==> src/rtl/card_dealer.sv <==
// Deals unique cards from a 52-card shoe using an external RNG, with retry and linear-scan fallback.
// Optional CARD_DEALER_STATS_EN adds rejection and scan-usage counters.
module card_dealer #(
   parameter int unsigned IDX_WIDTH = 6,
   parameter int unsigned MAX_RETRY = 8
) (
   input  logic                 i_clk,
   input  logic                 i_reset,
   input  logic                 i_deal,
   input  logic                 i_shuffle,
   output logic                 o_rng_request,
   output logic [IDX_WIDTH-1:0] o_rng_max,
   input  logic [IDX_WIDTH-1:0] i_rng_value,
   output logic                 o_card_valid,
   output logic [3:0]           o_card_rank,
   output logic [1:0]           o_card_suit,
   output logic [5:0]           o_cards_left,
   output logic                 o_busy,
   output logic                 o_deal_error
`ifdef CARD_DEALER_STATS_EN
   ,
   output logic [15:0]          o_retry_total,
   output logic [7:0]           o_scan_count
`endif
);

   localparam int unsigned NUM_CARDS = 52;
   localparam int unsigned LAST_CARD = 51;
   localparam int unsigned CARD_W    = 6;
   localparam int unsigned RETRY_W   = 8;
   localparam logic [RETRY_W-1:0] RETRY_LIMIT = RETRY_W'(MAX_RETRY);

   typedef enum logic [2:0] {
      S_IDLE,
      S_REQ,
      S_CAPTURE,
      S_CHECK,
      S_SCAN,
      S_DONE
   } state_t;

   state_t                 state_q, state_d;
   logic [NUM_CARDS-1:0]   used_q, used_d;
   logic [IDX_WIDTH-1:0]   idx_q, idx_d;
   logic [CARD_W-1:0]      ptr_q, ptr_d;
   logic [RETRY_W-1:0]     retry_q, retry_d;
   logic [5:0]             cards_left_q, cards_left_d;
   logic                   card_valid_q, card_valid_d;
   logic [3:0]             rank_q, rank_d;
   logic [1:0]             suit_q, suit_d;
   logic                   busy_q, busy_d;
   logic                   deal_error_q, deal_error_d;
   logic                   rng_request_q, rng_request_d;

   logic [CARD_W-1:0]      idx_card_c;
   logic                   idx_in_range_c;
   logic                   check_hit_c;
   logic                   cmd_ok_c;
   logic                   shuffle_take_c;
   logic [RETRY_W-1:0]     retry_inc_c;
   logic [CARD_W-1:0]      base_c;
   logic [1:0]             suit_c;
   logic [3:0]             rank_c;

   assign idx_card_c     = CARD_W'(idx_q);
   assign idx_in_range_c = (idx_q <= IDX_WIDTH'(LAST_CARD));
   assign check_hit_c    = idx_in_range_c && !used_q[idx_card_c];
   assign cmd_ok_c       = (state_q == S_IDLE) && !busy_q;
   assign shuffle_take_c = cmd_ok_c && i_shuffle;
   assign retry_inc_c    = retry_q + RETRY_W'(1);

   // Index to rank/suit: suit selects a block of 13, rank is the offset within it.
   always_comb begin
      suit_c = 2'd0;
      base_c = CARD_W'(0);
      if (idx_card_c >= CARD_W'(39)) begin
         suit_c = 2'd3;
         base_c = CARD_W'(39);
      end else if (idx_card_c >= CARD_W'(26)) begin
         suit_c = 2'd2;
         base_c = CARD_W'(26);
      end else if (idx_card_c >= CARD_W'(13)) begin
         suit_c = 2'd1;
         base_c = CARD_W'(13);
      end
      rank_c = 4'(idx_card_c - base_c) + 4'd1;
   end

   always_comb begin
      state_d       = state_q;
      used_d        = used_q;
      idx_d         = idx_q;
      ptr_d         = ptr_q;
      retry_d       = retry_q;
      cards_left_d  = cards_left_q;
      rank_d        = rank_q;
      suit_d        = suit_q;
      card_valid_d  = 1'b0;
      deal_error_d  = 1'b0;
      rng_request_d = (state_q == S_REQ);
      busy_d        = (state_q != S_IDLE);

      case (state_q)
         S_IDLE: begin
            if (shuffle_take_c) begin
               used_d       = '0;
               cards_left_d = 6'(NUM_CARDS);
            end else if (cmd_ok_c && i_deal) begin
               if (cards_left_q == 6'd0) begin
                  deal_error_d = 1'b1;
               end else begin
                  retry_d = '0;
                  state_d = S_REQ;
               end
            end
         end
         S_REQ: begin
            state_d = S_CAPTURE;
         end
         S_CAPTURE: begin
            idx_d   = i_rng_value;
            state_d = S_CHECK;
         end
         S_CHECK: begin
            if (check_hit_c) begin
               used_d[idx_card_c] = 1'b1;
               state_d            = S_DONE;
            end else begin
               retry_d = retry_inc_c;
               if (retry_inc_c == RETRY_LIMIT) begin
                  ptr_d   = idx_in_range_c ? idx_card_c : CARD_W'(0);
                  state_d = S_SCAN;
               end else begin
                  state_d = S_REQ;
               end
            end
         end
         // Termination relies on at least one free card, guaranteed by the IDLE check.
         S_SCAN: begin
            if (!used_q[ptr_q]) begin
               idx_d         = IDX_WIDTH'(ptr_q);
               used_d[ptr_q] = 1'b1;
               state_d       = S_DONE;
            end else begin
               ptr_d = (ptr_q == CARD_W'(LAST_CARD)) ? CARD_W'(0) : ptr_q + CARD_W'(1);
            end
         end
         S_DONE: begin
            card_valid_d = 1'b1;
            rank_d       = rank_c;
            suit_d       = suit_c;
            cards_left_d = cards_left_q - 6'd1;
            state_d      = S_IDLE;
         end
         default: begin
            state_d = S_IDLE;
         end
      endcase
   end

   always_ff @(posedge i_clk) begin
      if (i_reset) begin
         state_q       <= S_IDLE;
         used_q        <= '0;
         idx_q         <= '0;
         ptr_q         <= '0;
         retry_q       <= '0;
         cards_left_q  <= 6'(NUM_CARDS);
         card_valid_q  <= 1'b0;
         rank_q        <= 4'd0;
         suit_q        <= 2'd0;
         busy_q        <= 1'b0;
         deal_error_q  <= 1'b0;
         rng_request_q <= 1'b0;
      end else begin
         state_q       <= state_d;
         used_q        <= used_d;
         idx_q         <= idx_d;
         ptr_q         <= ptr_d;
         retry_q       <= retry_d;
         cards_left_q  <= cards_left_d;
         card_valid_q  <= card_valid_d;
         rank_q        <= rank_d;
         suit_q        <= suit_d;
         busy_q        <= busy_d;
         deal_error_q  <= deal_error_d;
         rng_request_q <= rng_request_d;
      end
   end

   assign o_rng_request = rng_request_q;
   assign o_rng_max     = IDX_WIDTH'(LAST_CARD);
   assign o_card_valid  = card_valid_q;
   assign o_card_rank   = rank_q;
   assign o_card_suit   = suit_q;
   assign o_cards_left  = cards_left_q;
   assign o_busy        = busy_q;
   assign o_deal_error  = deal_error_q;

`ifdef CARD_DEALER_STATS_EN
   logic [15:0] retry_total_q, retry_total_d;
   logic [7:0]  scan_count_q, scan_count_d;
   logic        check_reject_c;

   assign check_reject_c = (state_q == S_CHECK) && !check_hit_c;

   // Saturating statistics, cleared together with the deck.
   always_comb begin
      retry_total_d = retry_total_q;
      scan_count_d  = scan_count_q;
      if (shuffle_take_c) begin
         retry_total_d = '0;
         scan_count_d  = '0;
      end else if (check_reject_c) begin
         if (retry_total_q != 16'hFFFF) begin
            retry_total_d = retry_total_q + 16'd1;
         end
         if ((retry_inc_c == RETRY_LIMIT) && (scan_count_q != 8'hFF)) begin
            scan_count_d = scan_count_q + 8'd1;
         end
      end
   end

   always_ff @(posedge i_clk) begin
      if (i_reset) begin
         retry_total_q <= '0;
         scan_count_q  <= '0;
      end else begin
         retry_total_q <= retry_total_d;
         scan_count_q  <= scan_count_d;
      end
   end

   assign o_retry_total = retry_total_q;
   assign o_scan_count  = scan_count_q;
`endif

endmodule

==> config.mk <==
export PLATFORM = sky130hd
export DESIGN_NAME = card_dealer
export DESIGN_NICKNAME = d
export VERILOG_FILES = /design/src/rtl/card_dealer.sv
export SDC_FILE = /design/constraint.sdc
export NUM_CORES = 1
export LEC_CHECK = 0
export BUFFER_PORTS_ARGS = -buffer_cell sky130_fd_sc_hd__buf_2
export CORE_UTILIZATION = 35
export CTS_CLUSTER_DIAMETER = 100
export DETAILED_ROUTE_END_ITERATION = 10
export GPL_ROUTABILITY_DRIVEN = 0
export MAX_ROUTING_LAYER = met4
export PLACE_DENSITY = 0.61
export SLEW_MARGIN = 20
export SYNTH_ARGS = -nofsm -noshare
export SYNTH_HDL_FRONTEND = slang
export SYNTH_SLANG_ARGS = --single-unit
==> constraint.sdc <==
create_clock -name i_clk -period 4.8 [get_ports i_clk]
set_clock_uncertainty 0.15 [all_clocks]
set_input_delay 0.48 -clock i_clk [delete_from_list [all_inputs] [get_ports i_clk]]
set_output_delay 0.48 -clock i_clk [all_outputs]
set_load 0.01 [all_outputs]
==> results of run 1 <==
flip-flops by register name (all words and copies together) (netlist names):
name and cells:
retry_q 8, o_card_valid 1, o_cards_left 6, o_rng_request 1
used_q 52, idx_card_c 6, o_card_suit 2, o_card_rank 4
ptr_q 6, o_busy 1, state_q 3, o_deal_error 1
layout make-up:
class                      instances  area, µm²  area share, %
multi-input combinational        576       3886          58.20
sequential                        91       1822          27.28
tap                              225      281.5          4.216
clock buffer                      14      254.0          3.804
timing repair buffer              39      230.2          3.448
inverter                          45      168.9          2.530
clock inverter                     2      35.03         0.5246
worst reg2reg max path: stages (launching register included):
cell	delay, ns
dfxtp_1	0.79
nor2b_1	0.68
o21ai_0	0.20
a21oi_1	0.24
nor2_1	0.15
and2_1	0.18
ha_1	0.18
fa_1	0.37
xnor2_1	0.14
or4_1	0.44
a21oi_1	0.14
nand3b_1	0.11
a21oi_1	0.07
per-layer routing:
metal  share of wire, %  vias to the layer above  wire length (µm)
met5                  0                        -                 0
met4                3.9                        0               773
met3                9.1                       66              1779
met2                 43                      306              8489
met1                 44                     2794              8559
li1                   -                     2825                 -
worst paths after layout:
check,start,end,slack [ns],depth (start not counted)
max,idx_card_c[3],o_card_rank[3],0.84,12
min,o_card_rank[2],o_card_rank[2],0.32,2
max reg2reg,idx_card_c[3],o_card_rank[3],0.84,12
min reg2reg,o_card_rank[2],o_card_rank[2],0.32,2
logic make-up after synthesis:
logic type / count (synthesis)
muxes: 54
DFF: 91
AOI/OAI and AO/OA: 222
buffers and inverters: 118
and+or+nand+nor: 281
adders and majority gates: 7
other: 2
xor gates and xnor gates: 6
layout by cell type, fill, tap and decap left out, types with 5 or more instances in the layout:
cell and n:
mux2i_1 37, xnor2_1 5, inv_1 44, nand2_1 87, nor2_1 47, o21ai_0 48, buf_4 14, a21o_1 6
and3b_1 12, a221oi_1 17, nor3b_1 8, nand3_1 14, nor2b_1 10, nand2b_1 18, clkbuf_16 9, or2_2 9
or3_1 6, nor3_1 13, ha_1 6, a211oi_1 9, mux2_2 6, and2_1 13, and3_1 8, mux4_2 9
conb_1 6, a221o_1 10, buf_2 25, nor4_1 5, dfxtp_1 91, o22ai_1 22, a21oi_1 36, a311oi_1 18
a31oi_1 24, nand3b_1 9
where the power goes:
| group | switching (mW) | total [mW] | internal [mW] |
|---|---|---|---|
| logic | 0.538 | 0.802 | 0.264 |
| registers | 0.0895 | 0.875 | 0.786 |
| clock network | 0.301 | 0.718 | 0.418 |
| total | 0.928 | 2.40 | 1.47 |
through the flow:
| step | worst slack, ns | hold slack [ns] | power (mW) | util, % |
|---|---|---|---|---|
| finish | 0.8401 | 0.3154 | 2.396 | 38.61 |
| global route | 0.6006 | 0.3237 | 2.516 | 38.61 |
| CTS | 0.8877 | 0.3161 | 2.394 | 38.61 |
| detailed placement | 0.9352 | 0.3072 | 1.672 | 36.94 |
| global placement | 0.9293 | 0.2954 | 1.675 | 36.94 |
| floorplan | 1.554 | 0.2981 | 1.478 | - |
==> key figures, run 1 <==
Finish
  • Ant. Diodes: 0
  • Non-Filler Instances: slightly below 1000
  • Fillers: between 1500 and 2000
  • Nets: about 780
  • Final instance area: approximately 6700 µm²
  • Layout area overhead: 7.927%
  • Layout cell share with drive strength beyond 1: between 10% and 20%

Worst setup path
  • WP data required: 4.89 ns
  • Family with the most delay on the worst path: simple AND/OR/NAND/NOR gates
  • Worst Path Buf+Inv: 0
  • Crit path DAT: roughly 4.1 ns
  • Crit path largest cell delay: 0.79 ns
  • Crit path launch type: flip-flop
  • Most frequent CP cell: a21oi_1
  • CP Capture Type: flip-flop
  • Setup CP Type: reg2reg
  • CP cell instances: nor2b_1 > o21ai_0 > a21oi_1 > nor2_1 > and2_1 > ha_1 > fa_1 > xnor2_1 > or4_1 > a21oi_1 > nand3b_1 > a21oi_1
  • CP max-delay cell: dfxtp_1
  • Worst Path Max Fanout: 17

Drt
  • Vias post-DR: between 5000 and 6000
  • DRT Wirelength: 19600 µm
  • Drt first pass iters: 5
  • Routed len/inst: 19.76 µm
  • Antenna-violating nets left: 0
  • Via density: 6.039
  • DRC Markers: 0
  • Initial drt markers: 677

CTS
  • Total CTS buffers: 9
  • Worst skew pair latency: 0.36 ns
  • Worst-path clk slew: around 0.060 ns
  • Clock Path Buffers: 2
  • CTS tree: yes
  • Sink Count: 91
  • Root Buffer: clkbuf_16
  • Post-CTS Setup Inserts: 0
  • CTS H-tree lvls: 3
  • CTS resizes: 0
  • Hold_buf cts: 0

GRT
  • GR Overflow Total: 0
  • Vias in the first global route: roughly 5400
  • First-pass GRT wire length: 30790 µm
  • GR Layer Usage met1: between 20% and 30%
  • Met3 GRT Util: about 5.5%
  • Largest net degree at the start of global routing: 40
  • Total track usage: a little under a quarter
  • Initial antenna violation count: 0
  • GRT Max-Usage Layer: met2
  • Met2 GRT Util: between 30 and 40%

Yosys
  • Synthesized area per cell: a little under 8 µm²
  • Synthesized-area fraction occupied by adder cells: about 1.5%
  • Yosys top cell by area: dfxtp_1
  • Ys flop type: dfxtp_1
  • Part of the Yosys area used for sequential elements: between 20 and 30%
  • Yosys warns: 0
  • Cells after Synth: 781
  • Top-count cell post-synth: dfxtp_1
  • Mapped cell area: between 6000 and 7000 µm²
  • Top cells by count, synth: 91 x dfxtp_1, 87 x nand2_1, 48 x o21ai_0, 47 x nor2_1, 44 x inv_1
  • Area share of the largest cell type after synthesis: ~29%
  • Synth Area in Simple Gates: 24.11%
  • Synth Area in XOR/XNOR: less than 1%
  • Ranking of synthesized cells by area: dfxtp_1 29%, mux2i_1 6.0%, nand2_1 5.3%
  • Largest family of logic cells by synthesized area: compound AO/OA/AOI/OAI gates
  • Complex-gate fraction of the synthesized area: between 20% and 30%
  • Multiplexer area fraction after synthesis: roughly 11%
  • Number of enable flip-flop cells after synthesis: 0
  • Synth Register Bits: between 90 and 100
  • Netlist cell types: 66
  • Async S/R FF share, synth: 0%

STA
  • Slew Viols, Final: 0
  • Worst slew pin tran: around 1.1 ns
  • Final hold viol count: 0
  • Max_slew headroom: between 20 and 30%
  • Minimum clock period: about 4 ns
  • Final period util: around 82%
  • # setup viols final: 0
  • Maximum clock rate: about 250 MHz
  • RSZ-0062 raised after global routing: false
  • Total negative slack: 0 ns

Die
  • Die area: 18210 µm²
  • Cell Rows: 48
  • Starting density of the core: approximately 36%
  • Chip height: about 130 µm
  • Placeable Area: ~17000 µm²
  • Die Width: around 130 µm
  • Number of I/O pins: 32

Placement
  • Placed inst area: 6389 µm²
  • DP Cell Count: 976
  • DP HPWL: about 13000 µm
  • IO buf count: 25

Min path
  • Worst hold path class: reg2reg

Pwr
  • Max rail drop VDD: 0.0002480 V
  • Leakage power: between 2 and 2.5 nW
  • Power Density: around 360 nW/µm²

Run
  • Max-Cap Viols: 0

Status
  • Outcome: complete, no violations
Note: power is estimated with default switching activity, not from simulation.
==> run 2: changes to the inputs <==
--- a/config.mk
+++ b/config.mk
@@ -5,13 +5,14 @@
 export SDC_FILE = /design/constraint.sdc
 export NUM_CORES = 1
 export LEC_CHECK = 0
+export ABC_AREA = 1
 export BUFFER_PORTS_ARGS = -buffer_cell sky130_fd_sc_hd__buf_2
 export CORE_UTILIZATION = 35
 export CTS_CLUSTER_DIAMETER = 100
 export DETAILED_ROUTE_END_ITERATION = 10
 export GPL_ROUTABILITY_DRIVEN = 0
 export MAX_ROUTING_LAYER = met4
-export PLACE_DENSITY = 0.61
+export PLACE_DENSITY = 0.63
 export SLEW_MARGIN = 20
 export SYNTH_ARGS = -nofsm -noshare
 export SYNTH_HDL_FRONTEND = slang
==> constraint.sdc (replaced) <==
create_clock -name i_clk -period 3.2 [get_ports i_clk]
set_clock_uncertainty 0.15 [all_clocks]
set_input_delay 0.32 -clock i_clk [delete_from_list [all_inputs] [get_ports i_clk]]
set_output_delay 0.32 -clock i_clk [all_outputs]
set_load 0.01 [all_outputs]
==> run 2 against run 1 <==
Net effect: sequential power rose by 59%; clock power is 56% higher; critical path depth increased by 2; first-iteration DRC count grew 1.2%; sequential cell count did not move; combinational power rose by 97%; via count is 10% higher; cell area fell by 0.28%; critical path type unchanged; critical endpoint unchanged; largest cell class unchanged.
==> key figures, run 2 <==
STA
  • Total negative slack: 0 ns (unchanged)
  • Final period util: 92.87% (was 82.50%)
  • # setup viols final: 0 (unchanged)
  • Minimum clock period: 2.972 ns (was 3.960 ns)
  • Final hold viol count: 0 (unchanged)
  • Maximum clock rate: 336.5 MHz (was 252.5 MHz)
  • Max_slew headroom: 44.66% (was 27.01%)
  • RSZ-0062 raised after global routing: false (unchanged)
  • Worst slew pin tran: 0.8289 ns (was 1.086 ns)
  • Slew Viols, Final: 0 (unchanged)

Finish
  • Layout area overhead: 7.385% (was 7.927%)
  • Post-layout util: 38.50% (was 38.61%)
  • Nets: 1011 (was 779)
  • Most common cell after layout, fill and taps aside: nand2_1 (was dfxtp_1)
  • Layout cell share with drive strength beyond 1: 8.617% (was 11.47%)
  • Biggest register: used_q (unchanged)
  • Non-Filler Instances: 1223 (was 992)
  • Ant. Diodes: 0 (unchanged)
  • Largest registers: used_q (52), retry_q (8) (unchanged)
  • Most frequent cells in the layout: 267 x nand2_1, 122 x inv_1, 105 x nor2_1, 91 x dfxtp_1, 83 x nand3_1 (was 91 x dfxtp_1, 87 x nand2_1, 48 x o21ai_0, 47 x nor2_1, 44 x inv_1)
  • Largest register FFs: 52 (unchanged)

Worst setup path
  • Worst Path Max Fanout: 8 (was 17)
  • WP data required: 3.31 ns (was 4.89 ns)
  • Crit path DAT: 3.08 ns (was 4.05 ns)
  • FF-to-FF path depth: 14 (was 12)
  • Worst Setup SP: idx_card_c[3] (unchanged)
  • CP Capture Type: flip-flop (unchanged)
  • Crit path launch type: flip-flop (unchanged)
  • Setup CP Type: reg2reg (unchanged)
  • RR Endpoint: o_card_rank[3] (unchanged)
  • Reg2reg start: idx_card_c[3] (unchanged)
  • End of the critical path: o_card_rank[3] (unchanged)
  • Reg-to-reg slack, setup: 0.23 ns (was 0.84 ns)

Placement
  • DP HPWL: 13080 µm (was 13310 µm)
  • DP Cell Count: 1208 (was 976)
  • IO buf count: 25 (unchanged)

Pwr
  • Power Density: 614.7 nW/µm² (was 358.8 nW/µm²)
  • Leakage power: 3.088 nW (was 2.087 nW)
  • Max rail drop VDD: 0.0003279 V (was 0.0002480 V)

Die
  • Die Width: 135.1 µm (was 135.0 µm)
  • Cell Rows: 48 (unchanged)
  • Chip height: 135.1 µm (was 135.0 µm)
  • Die area: 18250 µm² (was 18210 µm²)
  • Starting density of the core: 35.85% (was 35.77%)
  • Number of I/O pins: 32 (unchanged)
  • Placeable Area: 17300 µm² (unchanged)

Yosys
  • Netlist cell types: 43 (was 66)
  • Mapped cell area: 6201 µm² (was 6187 µm²)
  • Synth Register Bits: 91 (unchanged)
  • Ys flop type: dfxtp_1 (unchanged)
  • Cells after Synth: 995 (was 781)
  • Yosys warns: 0 (unchanged)
  • Async S/R FF share, synth: 0% (unchanged)
  • Top cells by count, synth: 267 x nand2_1, 122 x inv_1, 105 x nor2_1, 91 x dfxtp_1, 83 x nand3_1 (was 91 x dfxtp_1, 87 x nand2_1, 48 x o21ai_0, 47 x nor2_1, 44 x inv_1)
  • Yosys top cell by area: dfxtp_1 (unchanged)
  • Top-count cell post-synth: nand2_1 (was dfxtp_1)
  • Area share of the largest cell type after synthesis: 29.38% (was 29.44%)
  • Synthesized area per cell: 6.232 µm² (was 7.922 µm²)
  • Ranking of synthesized cells by area: dfxtp_1 29%, nand2_1 16%, inv_1 7.4% (was dfxtp_1 29%, mux2i_1 6.0%, nand2_1 5.3%)
  • Number of enable flip-flop cells after synthesis: 0 (unchanged)
  • Part of the Yosys area used for sequential elements: 29.38% (was 29.44%)

Drt
  • Drt first pass iters: 7 (was 5)
  • DRT Wirelength: 19580 µm (was 19600 µm)
  • DRC Markers: 0 (unchanged)
  • Initial drt markers: 685 (was 677)
  • Routed len/inst: 16.01 µm (was 19.76 µm)
  • Antenna-violating nets left: 0 (unchanged)
  • Vias post-DR: 6588 (was 5991)
  • Via density: 5.387 (was 6.039)

CTS
  • Total CTS buffers: 9 (unchanged)
  • Hold_buf cts: 0 (unchanged)
  • CTS H-tree lvls: 3 (unchanged)
  • Worst-path clk slew: 0.07 ns (was 0.06 ns)
  • Worst skew pair latency: 0.36 ns (about the same)
  • Clock Path Buffers: 2 (unchanged)
  • CTS resizes: 0 (unchanged)
  • Post-CTS Setup Inserts: 0 (unchanged)
  • Root Buffer: clkbuf_16 (unchanged)
  • CTS tree: yes (unchanged)
  • Sink Count: 91 (unchanged)

GRT
  • Initial antenna violation count: 0 (unchanged)
  • Total track usage: 22.54% (was 22.57%)
  • First-pass GRT wire length: 30990 µm (was 30790 µm)
  • GR Overflow Total: 0 (unchanged)
  • Largest net degree at the start of global routing: 46 (was 40)
  • Vias in the first global route: 5979 (was 5387)

Min path
  • Worst hold path class: in2reg (was reg2reg)
  • HP Start: i_deal (was o_card_rank[2])

Status
  • Outcome: complete, no violations (unchanged)

Run
  • Max-Cap Viols: 0 (unchanged)
[run 2: metal layers]
metal  up-vias  part of all wire [%]  track usage (%)
met5         -                     0                -
met4         0                   3.9            11.36
met3        63                   8.4            4.617
met2       295                    43            33.13
met1      2982                    45            29.10
li1       3248                     -                -
[run 2: power breakdown]
part           switching (mW)  internal [mW]
Sequential              0.106           1.29
Clock                   0.476          0.643
Combinational            1.10          0.479
Total                    1.69           2.41
[run 2: cell families (layout without fill, tap and decap cells)]
family	count (synthesis)	in the layout	synth area share, %
and+or+nand+nor	523	523	36.72
buffers and inverters	192	191	14.57
AOI/OAI and AO/OA	168	168	15.98
DFF	91	91	29.38
xor gates and xnor gates	12	12	1.695
adders and majority gates	7	7	1.533
other	2	6	0.1211
[run 2: how the worst min path moves through the flow]
stage | endpoint | cells after the start
2_1_floorplan | o_deal_error | 1
3_3_place_gp | retry_q[7] | 2
3_5_place_dp | used_q[51] | 2
4_1_cts | o_deal_error | 3
5_1_grt | o_deal_error | 3
6_report | o_deal_error | 3
[run 2: final cells by class]
| class | count | area [µm²] |
|---|---|---|
| Fill cell | 1898 | 10640 |
| Multi-Input combinational cell | 716 | 3491 |
| Sequential cell | 91 | 1822 |
| Inverter | 135 | 516.7 |
| Tap cell | 225 | 281.5 |
| Clock buffer | 11 | 252.7 |
| Timing Repair Buffer | 41 | 245.2 |
| Clock inverter | 4 | 50.05 |
[run 2: per-stage QoR]
stage / hold WS [ns] / setup WS [ns] / area (µm²) / power (mW)
2_1_floorplan: 0.2472 / 0.5050 / 6216 / 2.637
3_3_place_gp: 0.3176 / 0.3727 / 6356 / 2.962
3_5_place_dp: 0.3195 / 0.2564 / 6356 / 2.971
4_1_cts: 0.07600 / 0.2587 / 6659 / 4.090
5_1_grt: 0.07622 / 0.08717 / 6659 / 4.357
6_report: 0.08670 / 0.2280 / 6659 / 4.093
[run 2: worst max-delay path, stage by stage (launching register included)]
cell	delay, ns
dfxtp_1	0.50
inv_1	0.16
nand2_1	0.19
nor2_1	0.08
nor3_1	0.28
nand2_1	0.19
xor2_1	0.16
inv_1	0.07
fa_1	0.43
xnor2_1	0.14
xor2_1	0.18
a21oi_1	0.11
o21ai_0	0.11
nand2_1	0.07
inv_1	0.03
==> run 3: changes to the inputs <==
--- a/config.mk
+++ b/config.mk
@@ -12,7 +12,7 @@
 export DETAILED_ROUTE_END_ITERATION = 10
 export GPL_ROUTABILITY_DRIVEN = 0
 export MAX_ROUTING_LAYER = met4
-export PLACE_DENSITY = 0.63
+export PLACE_DENSITY_LB_ADDON = 0.3
 export SLEW_MARGIN = 20
 export SYNTH_ARGS = -nofsm -noshare
 export SYNTH_HDL_FRONTEND = slang
==> run 3 against run 2 <==
Net effect: core utilization fell by 0.094 points; first-iteration DRC count rose by 6.9%; global-route usage rose by 0.086 points; sequential share of layout area rose by 0.067 points; largest power group unchanged.
==> key figures, run 3 (synthesis results as in run 2) <==
Pwr
  • Leakage power: 3.078 nW (was 3.088 nW)
  • Clock power frac: 25.7% (was 27.3%)
  • Flop pwr share: 34.7% (was 34.0%)
  • Sw Share: 42.75% (was 41.19%)
  • Max rail drop VDD: 0.0003972 V (was 0.0003279 V)
  • Power, Total: 4.015 mW (was 4.093 mW)
  • Power Density: 604.5 nW/µm² (was 614.7 nW/µm²)
  • Combinational power share: 39.6% (was 38.7%)
  • Internal: 2.299 mW (was 2.407 mW)
  • NetSw: 1.717 mW (was 1.686 mW)

Die
  • Die Width: 135.1 µm (unchanged)
  • Number of I/O pins: 32 (unchanged)
  • Placeable Area: 17300 µm² (unchanged)
  • Die area: 18250 µm² (unchanged)
  • Chip height: 135.1 µm (unchanged)
  • Cell Rows: 48 (unchanged)
  • Starting density of the core: 35.85% (unchanged)

Run
  • Max-Cap Viols: 0 (unchanged)

Worst setup path
  • Crit path largest cell delay: 0.50 ns (about the same)
  • CP cell instances: inv_1 > nor2_1 > a21oi_1 > nand2_1 > nand2_1 > xor2_1 > inv_1 > fa_1 > xnor2_1 > xor2_1 > a21oi_1 > o21ai_0 > nand2_1 > inv_1 (was inv_1 > nand2_1 > nor2_1 > nor3_1 > nand2_1 > xor2_1 > inv_1 > fa_1 > xnor2_1 > xor2_1 > a21oi_1 > o21ai_0 > nand2_1 > inv_1)
  • Setup CP Type: reg2reg (unchanged)
  • CP max-delay cell: dfxtp_1 (unchanged)
  • Worst Path Max Fanout: 8 (unchanged)
  • WP data required: 3.31 ns (about the same)
  • Crit path DAT: 2.98 ns (was 3.08 ns)
  • CP Capture Type: flip-flop (unchanged)
  • Crit path launch type: flip-flop (unchanged)

CTS
  • CTS tree: yes (unchanged)
  • Hold_buf cts: 0 (unchanged)
  • CTS resizes: 0 (unchanged)
  • Post-CTS Setup Inserts: 0 (unchanged)
  • Root Buffer: clkbuf_16 (unchanged)
  • Worst-path clk slew: 0.08 ns (was 0.07 ns)
  • Total CTS buffers: 9 (unchanged)
  • Clock Path Buffers: 2 (unchanged)
  • CTS H-tree lvls: 3 (unchanged)
  • Worst skew pair latency: 0.37 ns (was 0.36 ns)
  • Sink Count: 91 (unchanged)

Placement
  • DP HPWL: 13320 µm (was 13080 µm)
  • Placement Setup Slack: 0.2275 ns (was 0.2564 ns)
  • IO buf count: 25 (unchanged)
  • Placed inst area: 6361 µm² (was 6356 µm²)

Finish
  • Ant. Diodes: 0 (unchanged)
  • Final instance area: 6643 µm² (was 6659 µm²)
  • Nets: 1010 (was 1011)
  • Biggest register: used_q (unchanged)
  • Layout area overhead: 7.123% (was 7.385%)
  • Most frequent cells in the layout: 267 x nand2_1, 122 x inv_1, 105 x nor2_1, 91 x dfxtp_1, 83 x nand3_1 (unchanged)
  • Largest registers: used_q (52), retry_q (8) (unchanged)
  • Layout cell share with drive strength beyond 1: 8.717% (was 8.617%)
  • Largest register FFs: 52 (unchanged)
  • Most common cell after layout, fill and taps aside: nand2_1 (unchanged)

STA
  • Minimum clock period: 2.861 ns (was 2.972 ns)
  • Slew Viols, Final: 0 (unchanged)
  • RSZ-0062 raised after global routing: false (unchanged)
  • Total negative slack: 0 ns (unchanged)
  • Final worst slack: 0.3389 ns (was 0.2280 ns)
  • Final period util: 89.41% (was 92.87%)
  • Max_slew headroom: 47.39% (was 44.66%)
  • Final hold viol count: 0 (unchanged)
  • # setup viols final: 0 (unchanged)
  • Worst slew pin tran: 0.7880 ns (was 0.8289 ns)
  • Worst hold slack: 0.08468 ns (was 0.08670 ns)
  • Maximum clock rate: 349.5 MHz (was 336.5 MHz)

Min path
  • Worst hold path class: in2reg (unchanged)

GRT
  • GR Overflow Total: 0 (unchanged)
  • Largest net degree at the start of global routing: 46 (unchanged)
  • First-pass GRT wire length: 31320 µm (was 30990 µm)
  • Vias in the first global route: 6088 (was 5979)
  • Total track usage: 22.62% (was 22.54%)
  • Initial antenna violation count: 0 (unchanged)

Drt
  • Initial drt markers: 732 (was 685)
  • DRC Markers: 0 (unchanged)
  • Vias post-DR: 6627 (was 6588)
  • Antenna-violating nets left: 0 (unchanged)
  • Via density: 5.419 (was 5.387)
  • Routed len/inst: 16.12 µm (was 16.01 µm)
  • DRT Wirelength: 19720 µm (was 19580 µm)
  • Drt first pass iters: 6 (was 7)

Status
  • Outcome: complete, no violations (unchanged)
==> run 3: final timing paths <==
path / start / to / slack, ns / depth (start not counted)
setup reg to reg: idx_card_c[3] / o_card_rank[3] / 0.34 / 14
hold / removal: i_deal / o_deal_error / 0.08 / 3
hold reg to reg: used_q[6] / used_q[6] / 0.33 / 2
setup / recovery: idx_card_c[3] / o_card_rank[3] / 0.34 / 14
==> run 3: routing by layer <==
layer  part of all wire [%]  wire length (µm)  up-vias  track usage [%]
met4                    3.6               718        0            11.42
met1                     44              8634     3017            28.84
met2                     44              8674      299            33.13
li1                       -                 -     3252                -
met3                    8.6              1692       59            5.368
met5                      0                 0        -                -
==> run 3: critical path: cells and delay by family (launching register included) <==
family                   cells  cell delay, ns
buffers and inverters        3            0.26
AND/OR/NAND/NOR              4            0.54
flip-flops                   1            0.50
AO/OA/AOI/OAI                3            0.37
adder cells (fa/ha/maj)      1            0.43
XOR/XNOR                     3            0.48
==> run 3: cell type report <==
| type | count | area, µm² |
|---|---|---|
| Fill cell | 1939 | 10650 |
| Multi-Input combinational cell | 716 | 3496 |
| Sequential cell | 91 | 1822 |
| Inverter | 135 | 516.7 |
| Tap cell | 225 | 281.5 |
| Timing Repair Buffer | 40 | 250.2 |
| Clock buffer | 9 | 225.2 |
| Clock inverter | 7 | 51.30 |
==> run 3: stage by stage <==
step | utilization, % | cells
finish | 38.40 | 1223
global route | 38.40 | 1223
CTS | 38.38 | 1223
detailed placement | 36.78 | 1207
global placement | 36.78 | 1207
floorplan | - | 999
==> run 3: power groups by stage <==
stage          registers, mW  clock network, mW  logic (mW)
6_report                1.39               1.03        1.59
5_1_grt                 1.41               1.10        1.77
4_1_cts                 1.39               1.06        1.57
3_5_place_dp            1.42                  0        1.56
3_3_place_gp            1.42                  0        1.56
2_1_floorplan           1.38                  0        1.26
